==> config.mk <==
export PLATFORM = sky130hd
export DESIGN_NAME = instr_fetch_decode
export DESIGN_NICKNAME = d
export VERILOG_FILES = /design/src/rtl/arm_fmt_pkg.sv /design/src/rtl/instr_format_decode.sv /design/src/rtl/instr_fetch_decode.sv
export SDC_FILE = /design/constraint.sdc
export NUM_CORES = 1
export LEC_CHECK = 0
export ABC_CLOCK_PERIOD_IN_PS = 6400
export BUFFER_PORTS_ARGS = -buffer_cell sky130_fd_sc_hd__clkbuf_2
export CAP_MARGIN = 40
export CORE_MARGIN = 2
export CORE_UTILIZATION = 40
export CTS_BUF_LIST = sky130_fd_sc_hd__clkbuf_8
export DETAILED_ROUTE_END_ITERATION = 8
export PLACE_DENSITY = 0.66
export SYNTH_ARGS = -nofsm -noshare
export SYNTH_HDL_FRONTEND = slang
export SYNTH_SLANG_ARGS = --single-unit
export TNS_END_PERCENT = 50
==> constraint.sdc <==
create_clock -name CLK -period 6.4 [get_ports CLK]
set_clock_uncertainty 0.1 [all_clocks]
set_input_delay 0.64 -clock CLK [delete_from_list [all_inputs] [get_ports CLK]]
set_output_delay 0.64 -clock CLK [all_outputs]
set_load 0.01 [all_outputs]
==> src/rtl/arm_fmt_pkg.sv <==
// Shared definitions for the fetch/decode stage and the SignExtend unit.
// Holds the extension-format codes, the opcode prefixes used to classify an
// instruction word, and the fetch FSM state type.
package arm_fmt_pkg;

  // Extension format codes driven into SignExtend
  localparam logic [2:0] FmtI   = 3'b000;
  localparam logic [2:0] FmtD   = 3'b001;
  localparam logic [2:0] FmtB   = 3'b010;
  localparam logic [2:0] FmtCb  = 3'b011;
  localparam logic [2:0] FmtMov = 3'b100;

  // B-format, instr[31:26]
  localparam logic [5:0]  OpB      = 6'b000101;
  localparam logic [5:0]  OpBl     = 6'b100101;
  // CB-format, instr[31:24]
  localparam logic [7:0]  OpCbz    = 8'b10110100;
  localparam logic [7:0]  OpCbnz   = 8'b10110101;
  localparam logic [7:0]  OpBcond  = 8'b01010100;
  // D-format, instr[31:21]
  localparam logic [10:0] OpLdur   = 11'b11111000010;
  localparam logic [10:0] OpStur   = 11'b11111000000;
  // Wide-move, instr[31:23]
  localparam logic [8:0]  OpMovz   = 9'b110100101;
  // I-format, instr[31:22]
  localparam logic [9:0]  OpAddi   = 10'b1001000100;
  localparam logic [9:0]  OpSubi   = 10'b1101000100;
  localparam logic [9:0]  OpAddis  = 10'b1011000100;
  localparam logic [9:0]  OpSubis  = 10'b1111000100;
  localparam logic [9:0]  OpAndi   = 10'b1001001000;
  localparam logic [9:0]  OpOrri   = 10'b1011001000;

  typedef enum logic [1:0] {
    StIdle,
    StReq,
    StWait,
    StHold
  } fetch_state_e;

endpackage

==> src/rtl/instr_format_decode.sv <==
// Combinational immediate-format pre-decoder.
// Ports:
//   instr     in  32  instruction word
//   ext_ctrl  out 3   format code for SignExtend (FmtI when has_imm=0)
//   shamt     out 2   MOVZ hw field, zero for all other formats
//   has_imm   out 1   word carries an immediate SignExtend must process
module instr_format_decode
  import arm_fmt_pkg::*;
(
  input  logic [31:0] instr,
  output logic [2:0]  ext_ctrl,
  output logic [1:0]  shamt,
  output logic        has_imm
);

  // Checks are ordered; the first matching prefix decides the format
  always_comb begin
    ext_ctrl = FmtI;
    shamt    = 2'b00;
    has_imm  = 1'b0;
    if (instr[31:26] == OpB || instr[31:26] == OpBl) begin
      ext_ctrl = FmtB;
      has_imm  = 1'b1;
    end else if (instr[31:24] == OpCbz || instr[31:24] == OpCbnz ||
                 instr[31:24] == OpBcond) begin
      ext_ctrl = FmtCb;
      has_imm  = 1'b1;
    end else if (instr[31:21] == OpLdur || instr[31:21] == OpStur) begin
      ext_ctrl = FmtD;
      has_imm  = 1'b1;
    end else if (instr[31:23] == OpMovz) begin
      ext_ctrl = FmtMov;
      shamt    = instr[22:21];
      has_imm  = 1'b1;
    end else if (instr[31:22] == OpAddi  || instr[31:22] == OpSubi  ||
                 instr[31:22] == OpAddis || instr[31:22] == OpSubis ||
                 instr[31:22] == OpAndi  || instr[31:22] == OpOrri) begin
      ext_ctrl = FmtI;
      has_imm  = 1'b1;
    end
  end

endmodule

==> src/rtl/instr_fetch_decode.sv <==
// Fetch stage: owns the PC, keeps one request outstanding to instruction
// memory, registers the returned word with its pre-decoded immediate format
// and offers it downstream over valid/ready. Branch redirects flush any
// in-flight fetch.
// Ports:
//   CLK, resetl                      clock, async active-low reset
//   imem_req_valid/ready, imem_addr  fetch request channel
//   imem_rsp_valid, imem_rsp_data    fetch response channel
//   out_valid/ready, out_instr, out_pc, out_ext_ctrl, out_shamt, out_has_imm
//                                    decoded instruction to decode/extend
//   redirect_valid, redirect_pc      taken-branch redirect from execute
module instr_fetch_decode
  import arm_fmt_pkg::*;
#(
  parameter logic [63:0] RESET_PC = 64'h0
) (
  input  logic        CLK,
  input  logic        resetl,
  output logic        imem_req_valid,
  input  logic        imem_req_ready,
  output logic [63:0] imem_addr,
  input  logic        imem_rsp_valid,
  input  logic [31:0] imem_rsp_data,
  output logic        out_valid,
  input  logic        out_ready,
  output logic [31:0] out_instr,
  output logic [63:0] out_pc,
  output logic [2:0]  out_ext_ctrl,
  output logic [1:0]  out_shamt,
  output logic        out_has_imm,
  input  logic        redirect_valid,
  input  logic [63:0] redirect_pc
);

  fetch_state_e state_q, state_d;
  logic [63:0]  pc_q, pc_d;
  logic         drop_q, drop_d;
  logic         out_valid_q, out_valid_d;
  logic [31:0]  out_instr_q;
  logic [63:0]  out_pc_q;
  logic [2:0]   out_ext_ctrl_q;
  logic [1:0]   out_shamt_q;
  logic         out_has_imm_q;

  logic         redirect;
  logic         req_fire;
  logic         rsp_take;
  logic         out_fire;
  logic [2:0]   dec_ext_ctrl;
  logic [1:0]   dec_shamt;
  logic         dec_has_imm;

  instr_format_decode u_decode (
    .instr    (imem_rsp_data),
    .ext_ctrl (dec_ext_ctrl),
    .shamt    (dec_shamt),
    .has_imm  (dec_has_imm)
  );

  // Redirects are ignored until the FSM has left reset idle
  assign redirect = redirect_valid && (state_q != StIdle);
  assign req_fire = imem_req_valid && imem_req_ready;
  assign rsp_take = (state_q == StWait) && imem_rsp_valid && !redirect;
  assign out_fire = out_valid_q && out_ready;

  // State register
  always_ff @(posedge CLK or negedge resetl) begin
    if (!resetl) begin
      state_q <= StIdle;
    end else begin
      state_q <= state_d;
    end
  end

  // Next-state logic
  always_comb begin
    state_d = state_q;
    case (state_q)
      StIdle: state_d = StReq;
      StReq:  if (req_fire) state_d = StWait;
      StWait: if (imem_rsp_valid) state_d = StHold;
      StHold: if (out_ready) state_d = StReq;
      default: state_d = StIdle;
    endcase
    if (redirect) state_d = StReq;
  end

  // FSM outputs: no new request while a flushed response is still owed
  always_comb begin
    imem_req_valid = (state_q == StReq) && !drop_q;
  end

  // Datapath next-state
  always_comb begin
    pc_d = pc_q;
    if (redirect) begin
      pc_d = redirect_pc;
    end else if (out_fire) begin
      pc_d = pc_q + 64'd4;
    end

    drop_d = drop_q;
    if (drop_q && imem_rsp_valid) drop_d = 1'b0;
    // A flushed request is still owed a response unless it arrives this cycle
    if (redirect && (((state_q == StWait) && !imem_rsp_valid) ||
                     ((state_q == StReq) && req_fire))) begin
      drop_d = 1'b1;
    end

    out_valid_d = out_valid_q;
    if (redirect) begin
      out_valid_d = 1'b0;
    end else if (rsp_take) begin
      out_valid_d = 1'b1;
    end else if (out_fire) begin
      out_valid_d = 1'b0;
    end
  end

  always_ff @(posedge CLK or negedge resetl) begin
    if (!resetl) begin
      pc_q        <= RESET_PC;
      drop_q      <= 1'b0;
      out_valid_q <= 1'b0;
    end else begin
      pc_q        <= pc_d;
      drop_q      <= drop_d;
      out_valid_q <= out_valid_d;
    end
  end

  always_ff @(posedge CLK or negedge resetl) begin
    if (!resetl) begin
      out_instr_q    <= 32'h0;
      out_pc_q       <= 64'h0;
      out_ext_ctrl_q <= FmtI;
      out_shamt_q    <= 2'b00;
      out_has_imm_q  <= 1'b0;
    end else if (rsp_take) begin
      out_instr_q    <= imem_rsp_data;
      out_pc_q       <= pc_q;
      out_ext_ctrl_q <= dec_ext_ctrl;
      out_shamt_q    <= dec_shamt;
      out_has_imm_q  <= dec_has_imm;
    end
  end

  assign imem_addr    = pc_q;
  assign out_valid    = out_valid_q;
  assign out_instr    = out_instr_q;
  assign out_pc       = out_pc_q;
  assign out_ext_ctrl = out_ext_ctrl_q;
  assign out_shamt    = out_shamt_q;
  assign out_has_imm  = out_has_imm_q;

endmodule

## Yosys cells after proc, flatten, opt, wreduce, memory -nomap -nowiden

Index checks and enable logic that the tools add are counted.

- Memories kept: 0
- Bits in read-only memories: 0
- Bits in writable memories: 0
- Output and inout port bits: 168
- Word-level logic and storage cells: 84
- Register bits after elaboration: 170
- Bits in latches: 0

- Multiplexer cells: 25
- Bitwise logic cells: 0
- $add $sub $neg: 1
- Multiply operators: 0
- Order comparisons: 0
- Divide/modulo/power cells: 0
- Reductions and logical operators: 29
- Equality and inequality tests: 20
- Shift-type cells: 0

Operators by type and width:

| operator | count |
|---|---|
| 2-to-1 mux 64 bit | 2 |
| adder 64 x 3 -> 64 bit (second input constant) | 1 |
| == test 10 bit (second input constant) | 6 |
| == test 11 bit (second input constant) | 2 |
| == test 8 bit (second input constant) | 2 |
| 2-to-1 mux 2 bit | 8 |
| 2-to-1 mux 3 bit | 4 |
| logical AND 1 bit | 10 |
| logical OR 1 bit | 10 |
| 2-to-1 mux 1 bit | 10 |
| == test 9 bit (second input constant) | 1 |
| != test 3 bit (second input constant) | 3 |
| == test 8 x 7 -> 1 bit (second input constant) | 1 |
| case mux 2 bit (4 select lines) | 1 |
| == test 6 x 3 -> 1 bit (second input constant) | 1 |
| == test 6 bit (second input constant) | 1 |
| nonzero test 2 bit | 3 |
| == test 2 bit (second input constant) | 2 |
| zero test 1 bit | 3 |
| AND reduction 3 bit | 1 |
| nonzero test 3 bit | 1 |
| == test 2 x 1 -> 1 bit (second input constant) | 1 |
| zero test 2 bit | 1 |

## Depth between registers and ports, before layout

Gate-level depths: netlist (run 1).

- Word-level depth: 11
- Depth in mapped cells: 8
- Mapped depth without buffers: 7

## Modules after synthesis

Synthesis (run 1) repeated with hierarchy kept, for this count alone.

- Cell total of the unflattened synthesis: 747
- Area, all modules: 8091.5 um2

By module, submodules not included:

| module | times used | cells each | area each (um2) | seq. area each (um2) |
|---|---|---|---|---|
| instr_fetch_decode | 1 | 724 | 7933.9 | 4254.1 |
| instr_format_decode | 1 | 23 | 157.7 | 0.0 |

## Worst setup path before layout (run 1)

Ideal clock, no wire load.

- Path kind: input-to-reg
- From: input port out_ready
- To: register pc_q[36] (netlist: imem_addr[36])
- Library setup time: 82 ps
- Path slack: 3891 ps
- Path buffers: 3
- Arrival: 2327 ps
- Stages on the path: 8
- Cell sequence: nand4_1 or2_2 buf_6 or3_1 buf_2 buf_6 or4_1 a31oi_1

- Longest elaborated chain between the ends: 2

Ends and longest elaborated chain:

| item | RTL line | source |
|---|---|---|
| start: declaration | instr_fetch_decode.sv:25 | `input logic out_ready,` |
| logical AND 1 bit | instr_fetch_decode.sv:64 | `assign out_fire = out_valid_q && out_ready;` |
| nonzero test 2 bit (no source line) | n/a |  |
| end signal: assignment | instr_fetch_decode.sv:126 | `pc_q <= pc_d;` |
| end: declaration | instr_fetch_decode.sv:36 | `logic [63:0] pc_q, pc_d;` |

No other way between the ends.
A chain may end at the register's enable or synchronous reset.

## Worst setup path in the final report (run 1)

- From: register pc_q[11] (netlist: imem_addr[11])
- To: register pc_q[59] (netlist: imem_addr[59])

- Longest elaborated chain between the ends: 3

Ends and longest elaborated chain:

| item | RTL line | source |
|---|---|---|
| adder 64 x 3 -> 64 bit | instr_fetch_decode.sv:99 | `pc_d = pc_q + 64'd4;` |
| 2-to-1 mux 64 bit | instr_fetch_decode.sv:98 | `end else if (out_fire) begin` |
| 2-to-1 mux 64 bit | instr_fetch_decode.sv:96 | `if (redirect) begin` |

No other way between the ends. The select of a mux whose other input is x is not followed.

==> results.yml, run 1 <==
clock_tree:
  cts_buffer_depth: 2
  clock-root-buffer: "clkbuf_8"
  clock_sinks: 170
  cts_tree: "built"
  cts_resized: 0
  hold_buffers: 1
  cts_buffers: 17
  cts_setup_buffers: 0
  clk_pin_slew_ns: 0.09
  htreeDepth: 4
  worstSkewPairLatency_ns: 0.45
critical_path:
  arrival_ns: 3.21
  r2r_slack_ns: 3.47
  end_kind: "flip-flop"
  worst-path-buf-inv: 0
  worst_setup_path_start_kind: "flip-flop"
  crit_top_cell: "nand4_1"
  slowest_delay_ns: 0.94
  cp_top_family: "simple AND/OR/NAND/NOR gates"
  path_cells: "nand4_1, nor4_1, nand4_1, or3_1, a31oi_1"
  critPathRequiredTime_ns: 6.68
  critPathKind: "flip-flop to flip-flop"
  worstPathMaxFanout: 11
  cp_slowest_cell: "nor4_1"
grt:
  antenna_found_initial: 1
  gr-total-overflow: 0
  grt_max_degree: 105
  grt_pass1_vias: 7321
  grt.total_usage: 0.229
  grt_pass1_wl_um: 39400
power:
  p_int_w: 0.00255
  comb_power_share: 0.350
  power.share.clock: 0.195
  swShare: 0.411
  power_frac_seq: 0.455
  p_switching_w: 0.00178
  power_w: 0.00433
  leakage_nw: 5.07
  peakVddDrop_mv: 0.164
  power_density_nw_per_um2: 428
finish:
  multiInputGateArea_um2: 3600
  register_area_um2: 4250
  drive_gt1_frac: 0.271
  nets: 1296
  fill_cells: 1934
  fin_util: 0.515
  postLayoutCellArea_um2: 10100
  final_cell_mix: "363 x nand2_1, 268 x clkbuf_2, 170 x dfrtp_1"
  layout_commonest_cell: "nand2_1"
  area_delta_synth_final_pct: 25.3
routing:
  drc: 0
  vias_per_cell: 5.18
  dr.pass1.iters: 6
  postRouteAntennaNets: 0
  totalWireLength_um: 24300
  vias: 7597
  drtIter0Drc: 485
  wl_per_cell_um: 16.6
synth:
  synth_top_family_by_area: "simple AND/OR/NAND/NOR gates"
  synthesis.nets: 1049
  yosys.area_share.adder: 0.00929
  synth_edf_count: 0
  synth_compound_area_frac: 0.0722
  yosysUniqueCellTypes: 47
  syn_inst: 941
  synthArstFlopShare: 1.00
  ys.flop_type: "dfrtp_1"
  synth_area_um2: 8080
  yosys.area_share.simple: 0.312
  synth-xor-area-share: 0.0423
  syn_area_per_cell_um2: 8.59
  muxShareOfSynthArea: 0.00619
  synth_seq_cells: 170
  ys_warn_count: 0
  synth_seq_area_share: 0.526
worst_hold_path:
  hp-class: "input port to flip-flop"
run:
  maxCapViolCount: 0
placed_design:
  placed_area_um2: 9680
  port_buffers: 269
  dp_hpwl_um: 17300
  gp_congestion: 0.850
  dpl_worst_slack_ns: 3.25
floorplanning:
  ios: 270
  num_rows: 51
  fp.dieW_um: 146
  core_region_area_um2: 19700
  dieHeight_um: 146
  start_util: 0.411
  die_area_um2: 21400
sta:
  hold_viol: 0
  drv_slew: 0
  fin_crit_sh: 0.458
  period_needed_ns: 2.93
  final.setup.tns_ns: 0
  setup_violations: 0
  fmax_mhz: 341
  setup_slack_ns: 3.47
  rsz0062_at_grt: "no"
  worstMarginPinSlew_ns: 0.962
  slew_headroom: 0.353
run_status:
  run_status: "finished clean"
## sequential cells by signal, summed over array words and instances, names as in the netlist
name          count
drop_q            1
imem_addr        64
out_ext_ctrl      3
out_has_imm       1
out_instr        32
out_pc           64
out_shamt         2
out_valid         1
state_q           2
## synth_stat cells (16+ instances only)
cell / n / share of area
nand2_1: 363 / 0.17
dfrtp_1: 170 / 0.53
o21ai_0: 50 / 0.031
clkbuf_1: 44 / 0.020
nor2_1: 40 / 0.019
nand4_1: 36 / 0.028
nor4_1: 24 / 0.019
nand3_1: 23 / 0.014
xnor2_1: 21 / 0.023
xor2_1: 18 / 0.020
nor3_1: 17 / 0.011
a31oi_1: 16 / 0.012
## through the flow
step,hold WS [ns],std cells
3_3_place_gp,0.357,1430
5_1_grt,0.253,1467
2_1_floorplan,0.244,941
6_report,0.268,1467
4_1_cts,0.241,1466
3_5_place_dp,0.362,1433
## per-layer routing
| layer | share of wire | vias up | GRT usage |
|---|---|---|---|
| met4 | 0.020 | 0 | 0.0684 |
| met5 | 0 | - | 0 |
| met3 | 0.068 | 28 | 0.0466 |
| met2 | 0.45 | 276 | 0.356 |
| met1 | 0.46 | 3601 | 0.326 |
| li1 | - | 3692 | - |
## cells by family after synthesis
| family | Yosys count |
|---|---|
| AO/OA/AOI/OAI | 98 |
| XOR/XNOR | 39 |
| flip-flops | 170 |
| buffers and inverters | 63 |
| multiplexers | 5 |
| adder cells (fa/ha/maj) | 6 |
| AND/OR/NAND/NOR | 560 |
## layout make-up
class                           count  share of cell area
Multi-Input combinational cell    708               0.355
Timing Repair Buffer              278               0.144
Tap cell                          265              0.0327
Inverter                           13             0.00482
Clock buffer                       17              0.0231
Sequential cell                   170               0.420
Antenna cell                        1            0.000247
Clock inverter                     15              0.0195
## power groups by stage
stage | Sequential [W] | Clock, W | Combinational, W
2_1_floorplan | 0.00207 | 0 | 0.000667
5_1_grt | 0.00205 | 0.000912 | 0.00170
3_5_place_dp | 0.00199 | 0 | 0.00154
4_1_cts | 0.00197 | 0.000867 | 0.00154
3_3_place_gp | 0.00198 | 0 | 0.00151
6_report | 0.00197 | 0.000843 | 0.00152
## worst min-delay path, cell delays in order
cell,delay [ns]
clkbuf_2,0.07
nand2_1,0.04
nand2_1,0.04
## worst paths after layout
kind	from	to	depth (start not counted)
max	imem_addr[11]	imem_addr[59]	5
min	imem_rsp_data[19]	out_instr[19]	3
max reg2reg	imem_addr[11]	imem_addr[59]	5
min reg2reg	out_pc[42]	out_pc[42]	2
max in group asynchronous	resetl	imem_addr[17]	3
min in group asynchronous	resetl	out_pc[48]	2
Note: power is estimated with default switching activity, not from simulation.
==> inputs of run 2 (changes only) <==
--- a/config.mk
+++ b/config.mk
@@ -5,14 +5,15 @@
 export SDC_FILE = /design/constraint.sdc
 export NUM_CORES = 1
 export LEC_CHECK = 0
-export ABC_CLOCK_PERIOD_IN_PS = 6400
+export ABC_AREA = 1
+export ABC_CLOCK_PERIOD_IN_PS = 2500
 export BUFFER_PORTS_ARGS = -buffer_cell sky130_fd_sc_hd__clkbuf_2
 export CAP_MARGIN = 40
 export CORE_MARGIN = 2
 export CORE_UTILIZATION = 40
 export CTS_BUF_LIST = sky130_fd_sc_hd__clkbuf_8
 export DETAILED_ROUTE_END_ITERATION = 8
-export PLACE_DENSITY = 0.66
+export PLACE_DENSITY = 0.67
 export SYNTH_ARGS = -nofsm -noshare
 export SYNTH_HDL_FRONTEND = slang
 export SYNTH_SLANG_ARGS = --single-unit
==> constraint.sdc (replaced) <==
create_clock -name CLK -period 2.5 [get_ports CLK]
set_clock_uncertainty 0.1 [all_clocks]
set_input_delay 0.25 -clock CLK [delete_from_list [all_inputs] [get_ports CLK]]
set_output_delay 0.25 -clock CLK [all_outputs]
set_load 0.01 [all_outputs]
==> run 2 against run 1 <==
- global-route usage rose by 5.8 points
- routed wire length rose by 47%
- hold slack worse by 0.24 ns
==> results.yml, run 2 <==
finish:
  area_delta_synth_final_pct: 31.0
  fin_util: 0.530
  drive_gt1_frac: 0.216
  register_area_um2: 4250
  fill_cells: 2307
  layout_commonest_cell: "nand2_1"
  multiInputGateArea_um2: 4390
  nets: 1784
  final_cell_mix: "479 x nand2_1, 268 x clkbuf_2, 170 x dfrtp_1"
critical_path:
  critPathLaunch: "imem_addr[3]"
  r2r_cells: 10
  critPathRequiredTime_ns: 2.77
  critPathKind: "flip-flop to flip-flop"
  r2r_slack_ns: 0.34
  arrival_ns: 2.43
  worstPathMaxFanout: 5
  end_kind: "flip-flop"
  r2r-start: "imem_addr[3]"
  worst_setup_path_start_kind: "flip-flop"
  crit_end: "imem_addr[26]"
  r2r_end: "imem_addr[26]"
sta:
  setup_violations: 0
  fin_crit_sh: 0.863
  slew_headroom: 0.575
  fmax_mhz: 463
  period_needed_ns: 2.16
  worstMarginPinSlew_ns: 0.638
  hold_viol: 0
  drv_slew: 0
  rsz0062_at_grt: "no"
  final.setup.tns_ns: 0
floorplanning:
  die_area_um2: 24800
  start_util: 0.405
  num_rows: 56
  core_region_area_um2: 23300
  ios: 270
  dieHeight_um: 158
  fp.dieW_um: 158
grt:
  antenna_found_initial: 1
  grt_pass1_vias: 9640
  grt_pass1_wl_um: 54000
  grt_max_degree: 168
  grt.total_usage: 0.287
  gr-total-overflow: 0
clock_tree:
  htreeDepth: 4
  cts_buffers: 17
  cts_setup_buffers: 0
  cts_buffer_depth: 2
  cts_tree: "built"
  hold_buffers: 74
  worstSkewPairLatency_ns: 0.48
  cts_resized: 0
  clock_sinks: 170
  clock-root-buffer: "clkbuf_8"
  clk_pin_slew_ns: 0.11
synth:
  yosysTopAreaCell: "dfrtp_1"
  synthTopCellsByCount: "479 x nand2_1, 170 x dfrtp_1, 153 x inv_1, 133 x o21ai_0, 130 x nor2_1"
  synth_top_area_frac: 0.451
  syn_area_per_cell_um2: 7.02
  synth_seq_cells: 170
  ys_top_cells_by_area: "dfrtp_1 45%, nand2_1 19%, o21ai_0 7.1%, inv_1 6.1%, nor2_1 5.2%"
  ys_warn_count: 0
  synth_most_common_cell: "nand2_1"
  synthArstFlopShare: 1.00
  synthesis.nets: 1453
  synth_area_um2: 9440
  yosysUniqueCellTypes: 35
  syn_inst: 1345
  ys.flop_type: "dfrtp_1"
  synth_edf_count: 0
  synth_seq_area_share: 0.451
routing:
  postRouteAntennaNets: 0
  totalWireLength_um: 35700
  wl_per_cell_um: 17.8
  drtIter0Drc: 911
  vias: 10200
  dr.pass1.iters: 5
  drc: 0
  vias_per_cell: 5.08
power:
  leakage_nw: 6.60
  power_w: 0.0136
  peakVddDrop_mv: 0.581
  power_density_nw_per_um2: 1100
run_status:
  run_status: "finished clean"
worst_hold_path:
  hp-class: "input port to flip-flop"
placed_design:
  dp_hpwl_um: 26700
  port_buffers: 269
  gp_congestion: 1.00
run:
  maxCapViolCount: 0
-- run 2: worst min-delay path by stage --
stage	startpoint	to	slack, ns	depth (start not counted)
CTS	redirect_pc[42]	imem_addr[42]	0.001	5
detailed placement	resetl	out_pc[11]	0.14	1
floorplan	resetl	drop_q	-0.15	0
finish	redirect_pc[42]	imem_addr[42]	0.02	5
global placement	resetl	out_pc[11]	0.14	1
global route	redirect_pc[14]	imem_addr[14]	0.01	3
-- run 2: kinds of logic after synthesis --
kind of cell / count (synthesis) / share of synthesized area
buffers and inverters: 206 / 0.0865
flip-flops: 170 / 0.451
adder cells (fa/ha/maj): 6 / 0.00795
AO/OA/AOI/OAI: 187 / 0.105
XOR/XNOR: 9 / 0.00835
AND/OR/NAND/NOR: 767 / 0.341
-- run 2: worst max-delay path, stage by stage, from the launching register on --
cell	delay (ns)
dfrtp_1	0.48
ha_1	0.22
nand2_2	0.09
nor2_4	0.17
nand2_4	0.10
nor2_4	0.29
nand2_2	0.19
o21ai_1	0.16
nand3_1	0.07
o21ai_0	0.10
inv_1	0.07
-- run 2: final cells by class --
cell class / count / share of cell area
diodes: 1 / 0.000202
repair buffers: 360 / 0.185
well taps: 319 / 0.0323
multi-input cells: 969 / 0.355
flip-flops and latches: 170 / 0.344
clock buffers: 17 / 0.0189
clock inverters: 15 / 0.0169
inverters: 158 / 0.0480
-- run 2: metrics by stage --
stage / hold WS, ns / setup WS [ns] / instances / area [um^2]
global route: 0.0114 / 0.209 / 2009 / 12400
global placement: 0.140 / 0.459 / 1902 / 11200
detailed placement: 0.140 / 0.400 / 1902 / 11200
CTS: 0.00114 / 0.370 / 2008 / 12400
floorplan: -0.146 / 0.621 / 1345 / 9440
finish: 0.0232 / 0.341 / 2009 / 12400
-- run 2: where the power goes --
part	internal [W]	leakage, nW	switching, W
registers	0.00400	2.11	0.00133
clock network	0.000805	0.217	0.00135
logic	0.00220	4.26	0.00391
-- run 2: routing by layer --
metal  GRT usage  routed length, um  vias up
li1            -                  -     4911
met1       0.386              15500     4756
met2       0.459              16300      474
met3      0.0616               2940       58
met4      0.0987                973        0
met5           0                  0        -
==> inputs of run 3 (changes only) <==
--- a/config.mk
+++ b/config.mk
@@ -7,7 +7,7 @@
 export LEC_CHECK = 0
 export ABC_AREA = 1
 export ABC_CLOCK_PERIOD_IN_PS = 2500
-export BUFFER_PORTS_ARGS = -buffer_cell sky130_fd_sc_hd__clkbuf_2
+export BUFFER_PORTS_ARGS = -buffer_cell sky130_fd_sc_hd__buf_2
 export CAP_MARGIN = 40
 export CORE_MARGIN = 2
 export CORE_UTILIZATION = 40
@@ -16,5 +16,6 @@
 export PLACE_DENSITY = 0.67
 export SYNTH_ARGS = -nofsm -noshare
 export SYNTH_HDL_FRONTEND = slang
+export SYNTH_HIERARCHICAL = 1
 export SYNTH_SLANG_ARGS = --single-unit
 export TNS_END_PERCENT = 50
==> constraint.sdc (replaced) <==
create_clock -name CLK -period 2.5 [get_ports CLK]
set_clock_uncertainty 0.1 [all_clocks]
set_input_delay 0.375 -clock CLK [delete_from_list [all_inputs] [get_ports CLK]]
set_output_delay 0.375 -clock CLK [all_outputs]
set_load 0.01 [all_outputs]
==> run 3 against run 2 <==
- first-iteration DRC count shrank 6.8%
- sequential power shrank 1%
- total power shrank 1.6%
- area after synthesis shrank 1.6%
==> results.yml, run 3 <==
run_status:
  run_status: "finished clean"
floorplanning:
  fp.dieW_um: 156
  start_util: 0.409
  dieHeight_um: 156
  ios: 270
  die_area_um2: 24500
  num_rows: 55
  core_region_area_um2: 22700
power:
  leakage_nw: 6.04
  peakVddDrop_mv: 0.501
  power_density_nw_per_um2: 1150
  power_w: 0.0134
finish:
  drive_gt1_frac: 0.287
  diodes: 0
  nets: 1597
  area_delta_synth_final_pct: 25.2
  layout_commonest_cell: "nand2_1"
  final_cell_mix: "348 x nand2_1, 268 x buf_2, 170 x dfrtp_1"
synth:
  yosysUniqueCellTypes: 35
  ys_warn_count: 6
  synthTopCellsByCount: "348 x nand2_1, 170 x dfrtp_1, 139 x nor2_1, 124 x inv_1, 105 x o21ai_0"
  synth_edf_count: 0
  synthArstFlopShare: 1.00
  synth_most_common_cell: "nand2_1"
  synth_seq_area_share: 0.458
  synthesis.nets: 1319
  ys_top_cells_by_area: "dfrtp_1 46%, nand2_1 14%, mux2_2 6.5%, o21ai_0 5.7%, nor2_1 5.6%"
  synth_seq_cells: 170
  syn_inst: 1212
  yosysTopAreaCell: "dfrtp_1"
  synth_top_area_frac: 0.458
  synth_area_um2: 9290
  syn_area_per_cell_um2: 7.66
  ys.flop_type: "dfrtp_1"
critical_path:
  worst_setup_path_start_kind: "flip-flop"
  critPathRequiredTime_ns: 2.78
  worst-path-buf-inv: 3
  worstPathMaxFanout: 48
  slowest_delay_ns: 0.39
  cp_slowest_cell: "dfrtp_1"
  arrival_ns: 2.47
  cp_top_family: "simple AND/OR/NAND/NOR gates"
  r2r-start: "state_q[0]"
  path_cells: "inv_1, ha_1, nor2_4, inv_2, nand3_4, buf_12, mux2_2"
  r2r_slack_ns: 0.32
  r2r_end: "out_pc[23]"
  critPathKind: "flip-flop to flip-flop"
  end_kind: "flip-flop"
  r2r_cells: 7
clock_tree:
  cts_buffer_depth: 2
  clock_sinks: 170
  htreeDepth: 4
  worstSkewPairLatency_ns: 0.49
  clk_pin_slew_ns: 0.10
  cts_buffers: 17
  cts_tree: "built"
  cts_resized: 0
  clock-root-buffer: "clkbuf_8"
routing:
  totalWireLength_um: 31800
  vias_per_cell: 5.24
  dr.pass1.iters: 7
  drc: 0
  postRouteAntennaNets: 0
  wl_per_cell_um: 17.8
  vias: 9365
  drtIter0Drc: 849
grt:
  grt_pass1_vias: 8699
  antenna_found_initial: 0
  grt_pass1_wl_um: 48800
  grt_max_degree: 88
  grt.total_usage: 0.260
  gr-total-overflow: 0
placed_design:
  port_buffers: 269
  gp_congestion: 0.919
  dp_hpwl_um: 24500
sta:
  final.setup.tns_ns: 0
  setup_violations: 0
  hold_viol: 0
  slew_headroom: 0.601
  rsz0062_at_grt: "no"
  fmax_mhz: 458
  worstMarginPinSlew_ns: 0.599
  fin_crit_sh: 0.874
  drv_slew: 0
  period_needed_ns: 2.18
worst_hold_path:
  min_to: "out_instr[6]"
  min_from: "imem_rsp_data[6]"
  holdPathStages: 2
  hp-class: "input port to flip-flop"
run:
  maxCapViolCount: 0
==> run 3: cell type report <==
cell class | instances | area (um^2)
clock buffers | 17 | 234
flip-flops and latches | 170 | 4250
fillers | 2245 | 11100
well taps | 285 | 357
multi-input cells | 866 | 4350
clock inverters | 15 | 195
repair buffers | 301 | 1730
inverters | 134 | 503
==> run 3: cell families after synthesis <==
kind of cell / count (synthesis) / synth area share
AND/OR/NAND/NOR: 631 / 0.294
buffers and inverters: 176 / 0.0741
AO/OA/AOI/OAI: 175 / 0.101
flip-flops: 170 / 0.458
multiplexers: 54 / 0.0655
adder cells (fa/ha/maj): 5 / 0.00674
XOR/XNOR: 1 / 0.000943
==> run 3: per-layer routing <==
layer / vias to the layer above / routed length, um / GRT usage / share of wire
li1: 4470 / - / - / -
met1: 4437 / 14300 / 0.365 / 0.45
met2: 410 / 14300 / 0.402 / 0.45
met3: 48 / 2390 / 0.0521 / 0.075
met4: 0 / 771 / 0.0856 / 0.024
met5: - / 0 / 0 / 0
==> run 3: how the worst max path moves through the flow <==
stage	startpoint	end	cells after the start
finish	state_q[0]	out_pc[23]	7
global route	imem_addr[30]	imem_addr[60]	9
CTS	state_q[0]	out_pc[30]	7
detailed placement	state_q[0]	out_pc[30]	7
global placement	state_q[0]	out_pc[33]	7
floorplan	state_q[0]	out_pc[21]	8
==> run 3: power by group <==
part	total [W]	internal, W	leakage, nW	switching [W]
combinational	0.00597	0.00233	3.76	0.00364
sequential	0.00527	0.00398	2.07	0.00129
clock	0.00213	0.000863	0.216	0.00127
==> run 3: timing repair <==
item	4_1_cts	5_1_grt
hold buffers	11	0
setup buffers	0	0
hold endpoints to repair	65	0
==> run 3: metrics by stage <==
stage                     setup WS, ns  hold WS [ns]  utilization  instance area, um^2  instances
final                            0.316        0.0163        0.512                11600       1788
after global routing             0.173       0.00212        0.512                11600       1788
after CTS                        0.303     0.0000107        0.512                11600       1788
after detailed placement         0.305         0.289        0.488                11100       1745
after global placement           0.391         0.294        0.488                11100       1745
after floorplan                  0.630       -0.0206            -                 9290       1212
==> run 3: worst reg2reg max path, delay by kind of cell (launching register included) <==
family        cells  cell delay (ns)
flops             1             0.39
buf+inv           3             0.46
simple gates      2             0.50
mux               1             0.40
fa+ha+maj         1             0.23
